--- src/rtl/insn_fetch_stage.sv ---
// insn_fetch_stage: PC issue into synchronous imem, one-entry skid buffer and F/D register.
// Holds fetched words across decode stalls; execute redirects flush the stage.
module insn_fetch_stage #(
   parameter int          ADDR_W   = 12,
   parameter logic [31:0] RESET_PC = 32'd0
) (
   input  logic              clock,
   input  logic              reset_n,
   input  logic              stall,
   input  logic              redirect,
   input  logic [31:0]       redirect_pc,
   output logic [ADDR_W-1:0] imem_addr,
   input  logic [31:0]       imem_q,
   output logic [31:0]       fd_insn,
   output logic [31:0]       fd_pc,
   output logic              fd_valid,
   output logic [4:0]        fd_opcode
);
   logic [31:0] pc_q, pc_d, f_pc_q, f_pc_d, sk_insn_q, sk_insn_d, sk_pc_q, sk_pc_d;
   logic [31:0] fd_insn_q, fd_insn_d, fd_pc_q, fd_pc_d;
   logic        f_valid_q, f_valid_d, sk_valid_q, sk_valid_d, fd_valid_q, fd_valid_d;

   always_comb begin
      pc_d       = pc_q;
      f_pc_d     = f_pc_q;
      f_valid_d  = f_valid_q;
      sk_valid_d = sk_valid_q;
      sk_insn_d  = sk_insn_q;
      sk_pc_d    = sk_pc_q;
      fd_insn_d  = fd_insn_q;
      fd_pc_d    = fd_pc_q;
      fd_valid_d = fd_valid_q;
      if (redirect) begin
         pc_d       = redirect_pc;
         f_valid_d  = 1'b0;
         sk_valid_d = 1'b0;
         fd_valid_d = 1'b0;
         fd_insn_d  = '0;
         fd_pc_d    = '0;
      end else if (stall) begin
         // the word returning this cycle would be lost on the next edge, so park it
         if (f_valid_q && !sk_valid_q) begin
            sk_insn_d  = imem_q;
            sk_pc_d    = f_pc_q;
            sk_valid_d = 1'b1;
         end
         f_valid_d = 1'b0;
      end else begin
         if (sk_valid_q) begin
            fd_insn_d  = sk_insn_q;
            fd_pc_d    = sk_pc_q;
            fd_valid_d = 1'b1;
         end else if (f_valid_q) begin
            fd_insn_d  = imem_q;
            fd_pc_d    = f_pc_q;
            fd_valid_d = 1'b1;
         end else begin
            fd_insn_d  = '0;
            fd_valid_d = 1'b0;
         end
         sk_valid_d = 1'b0;
         f_pc_d     = pc_q;
         f_valid_d  = 1'b1;
         pc_d       = pc_q + 32'd1;
      end
   end

   always_ff @(posedge clock or negedge reset_n) begin
      if (!reset_n) begin
         pc_q       <= RESET_PC;
         f_pc_q     <= '0;
         f_valid_q  <= 1'b0;
         sk_valid_q <= 1'b0;
         sk_insn_q  <= '0;
         sk_pc_q    <= '0;
         fd_insn_q  <= '0;
         fd_pc_q    <= '0;
         fd_valid_q <= 1'b0;
      end else begin
         pc_q       <= pc_d;
         f_pc_q     <= f_pc_d;
         f_valid_q  <= f_valid_d;
         sk_valid_q <= sk_valid_d;
         sk_insn_q  <= sk_insn_d;
         sk_pc_q    <= sk_pc_d;
         fd_insn_q  <= fd_insn_d;
         fd_pc_q    <= fd_pc_d;
         fd_valid_q <= fd_valid_d;
      end
   end

   assign imem_addr = pc_q[ADDR_W-1:0];
   assign fd_insn   = fd_insn_q;
   assign fd_pc     = fd_pc_q;
   assign fd_valid  = fd_valid_q;
   assign fd_opcode = fd_insn_q[31:27];
endmodule
--- config.mk ---
export PLATFORM = sky130hd
export DESIGN_NAME = insn_fetch_stage
export DESIGN_NICKNAME = d
export VERILOG_FILES = /design/src/rtl/insn_fetch_stage.sv
export SDC_FILE = /design/constraint.sdc
export NUM_CORES = 1
export LEC_CHECK = 0
export ABC_CLOCK_PERIOD_IN_PS = 3000
export CAP_MARGIN = 0
export CORE_MARGIN = 8
export CORE_UTILIZATION = 45
export CTS_CLUSTER_SIZE = 14
export DETAILED_ROUTE_END_ITERATION = 16
export HOLD_SLACK_MARGIN = 0.1
export PLACE_DENSITY = 0.7
export SYNTH_ARGS = -nofsm -noshare
export SYNTH_HDL_FRONTEND = slang
export SYNTH_SLANG_ARGS = --single-unit
--- constraint.sdc ---
create_clock -name clock -period 3 [get_ports clock]
set_input_delay 0.6 -clock clock [delete_from_list [all_inputs] [get_ports clock]]
set_output_delay 0.6 -clock clock [all_outputs]
set_load 0.005 [all_outputs]
==> metrics.yaml <==
pwr:
  power_frac_clock_pct: 35.4
  irDropWorstVdd_mv: 0.462
  internal_power_w: 0.00499
  p_leak_nw: 4.32
  switching_power_w: 0.00173
  pwr_density_cell_nw_per_um2: 620
  pwr-share-seq_pct: 49.8
  switching_share_pct: 25.8
  combPwrFrac_pct: 14.8
synthesis:
  synthCells: 697
  synthArstFlopShare_pct: 100
  syn-num-nets: 766
  synth_enable_flop_cells: 0
  yosys_warnings: 0
  synthFlopType: "dfrtp_1"
  synth_area_um2: 8590
  synth-seq-cells: 195
  ys_seq_area_share_pct: 56.8
  synth.distinct_cells: 38
  syn_area_per_cell_um2: 12.3
detailed_routing:
  vias: 6150
  viasPerCell: 5.79
  wirelength_mm: 21.5
  drt-initial-drc-count: 552
  wl_per_cell_um: 20.2
  route.detailed.drc: 0
  firstDrtPassIters: 5
  ant_nets: 0
clock_tree:
  clock_latency_ns: 0.43
  path_clk_slew_ns: 0.07
  postCtsSetupRepairBufs: 0
  cts_max_level: 4
  cts-root-buf: "clkbuf_16"
  clock_sinks: 195
  cts_buffer_depth: 2
  cts_tree: "done"
  ctsResizeCount: 0
  holdBufCountCts: 0
  cts_buffers: 17
grt:
  grt_usage_pct: 18.4
  grt_pass1_vias: 6657
  grt_pass1_wl_mm: 35.3
  overflow: 0
  grt_max_degree: 80
  antenna_found_initial: 0
floorplan:
  fp.dieArea_um2: 23800
  ios: 150
  initial_core_util_pct: 45.9
  die_w_um: 154
  core_um2: 18700
  die_y_um: 154
  rows: 50
cells_and_area:
  area_growth_pct: 26.3
  num-nets-final: 885
  n_antenna_cell: 0
  drive_gt1_share_pct: 18.5
  fill_cells: 1521
  stdcell_count: 1063
placement:
  dp.cells: 1031
  numPortBuffers: 149
  gp_routability_congestion: 0.795
  dp_hpwl_mm: 14.7
worst_setup_path:
  cp_max_fo: 9
  cp_data_arrival_time_ns: 2.75
  path_cells: "ha_1 -> nor2b_1 -> nand3_1 -> or4_1 -> a31oi_1"
  path_class: "reg -> reg"
  crit_required_ns: 3.35
  cp-start-kind: "flop"
  end_kind: "flop"
  slowest_stage: "or4_1"
  critPathMaxStageDelay_ns: 0.56
sta:
  grt_setup_unrepaired: "no"
  max_slew_margin_pct: 42.8
  fin_crit_sh_pct: 80.1
  final.setup.tns_ns: 0
  setup_viol: 0
  drv_slew: 0
  fin_crit_ns: 2.40
  max_freq_ghz: 0.416
  finalClockSkew_ns: 0.0112
  hold_viol: 0
  worstMarginPinSlew_ns: 0.858
job:
  cap_viol_max_count: 0
worst_hold_path:
  min-delay-path-class: "in -> async"
status:
  status: "completed"
==> final timing paths <==
check	from	end	slack, ns	cells after the start
worst max-delay path	pc_q[0]$_DFFE_PN0N_	pc_q[18]$_DFFE_PN0N_	0.60	5
min in group clock	stall	f_valid_q$_DFF_PN0_	0.48	2
worst min-delay path	reset_n	fd_pc[16]$_DFFE_PN0P_	0.10	1
worst max register to register	pc_q[0]$_DFFE_PN0N_	pc_q[18]$_DFFE_PN0N_	0.60	5
max in group asynchronous	reset_n	sk_valid_q$_DFFE_PN0P_	2.14	2
worst min register to register	fd_pc[27]$_DFFE_PN0P_	fd_pc[27]$_DFFE_PN0P_	0.49	1
==> stage by stage <==
step / util [%] / area, µm² / setup slack (ns) / power (W) / hold WS [ns]
floorplan: - / 8590 / 0.984 / 0.00391 / 0.304
global placement: 54.7 / 10200 / 0.544 / 0.00433 / 0.471
detailed placement: 54.7 / 10200 / 0.480 / 0.00440 / 0.473
CTS: 58.0 / 10800 / 0.607 / 0.00677 / 0.110
global route: 58.0 / 10800 / 0.408 / 0.00703 / 0.114
finish: 58.0 / 10800 / 0.597 / 0.00673 / 0.101
==> per-layer routing <==
metal	part of all wire, %	track usage, %	vias to the layer above
met5	0	0	-
met4	1.8	6.35	0
met1	44	23.6	3116
met3	7.4	6.08	31
li1	-	-	2803
met2	47	28.8	200
==> flip-flops by register name, indices dropped and copies added, names as in the netlist <==
register / count
sk_valid_q: 1
f_pc_q: 32
pc_q: 32
sk_insn_q: 32
sk_pc_q: 32
fd_pc: 32
fd_insn: 32
fd_valid: 1
f_valid_q: 1
==> final cells by class <==
class	instances	area [µm²]	share of cell area, %
Multi-Input combinational cell	434	3400	31.3
Clock inverter	13	173	1.59
Clock buffer	19	443	4.08
Inverter	5	18.8	0.173
Sequential cell	195	4880	45.0
Tap cell	234	293	2.70
Timing Repair Buffer	163	1640	15.1
==> cells in the mapped netlist (3+ instances only) <==
cell	n	area (µm²)
clkbuf_1	36	135
mux2i_1	33	330
buf_4	17	128
nor2_1	22	82.6
o2bb2ai_1	32	280
o21ai_0	19	95.1
a31oi_1	15	93.8
dfrtp_1	195	4880
inv_1	4	15.0
and4_1	4	35.0
buf_1	3	11.3
or4_1	17	128
buf_2	7	35.0
nor3_1	32	160
nor2b_1	33	206
nand3_1	15	75.1
a221oi_1	31	272
xor2_1	7	61.3
xnor2_1	7	61.3
nand4_1	8	50.1
nor4_1	3	18.8
mux2_2	94	1060
nand2_1	29	109
o31ai_1	14	105
==> worst max-delay path: cells and delay by family, from the launching register on <==
kind / cells / cell delay, ns
compound gates: 1 / 0.16
fa+ha+maj: 1 / 0.24
flops: 1 / 0.49
simple gates: 3 / 1.44
==> power groups by stage <==
stage	sequential (W)	clock [W]	combinational, W
2_1_floorplan	0.00330	0	0.000607
4_1_cts	0.00335	0.00241	0.00102
3_3_place_gp	0.00336	0	0.000964
3_5_place_dp	0.00339	0	0.00101
6_report	0.00335	0.00238	0.000996
5_1_grt	0.00341	0.00252	0.00109
==> kinds of logic after synthesis <==
kind of cell	share of synthesized area, %
adder cells (fa/ha/maj)	0.146
multiplexers	16.2
AO/OA/AOI/OAI	10.2
AND/OR/NAND/NOR	11.4
XOR/XNOR	1.43
buffers and inverters	3.82
flip-flops	56.8
==> cells in the final DEF (no fill, tap or decap), types with 7 or more instances in the layout <==
cell type,netlist,layout
a221oi_1,31,31
nand2_1,29,29
dfrtp_1,195,194
o21ai_0,19,19
nand3_1,15,15
a31oi_1,15,15
xnor2_1,7,7
clkbuf_16,0,17
nor2_1,22,20
or4_1,17,17
clkdlybuf4s50_1,0,146
nor2b_1,33,32
nand4_1,8,8
xor2_1,7,7
nor3_1,32,32
o31ai_1,14,14
mux2i_1,33,33
buf_4,17,10
o2bb2ai_1,32,32
mux2_2,94,94
(Power assumes the default switching activity.)
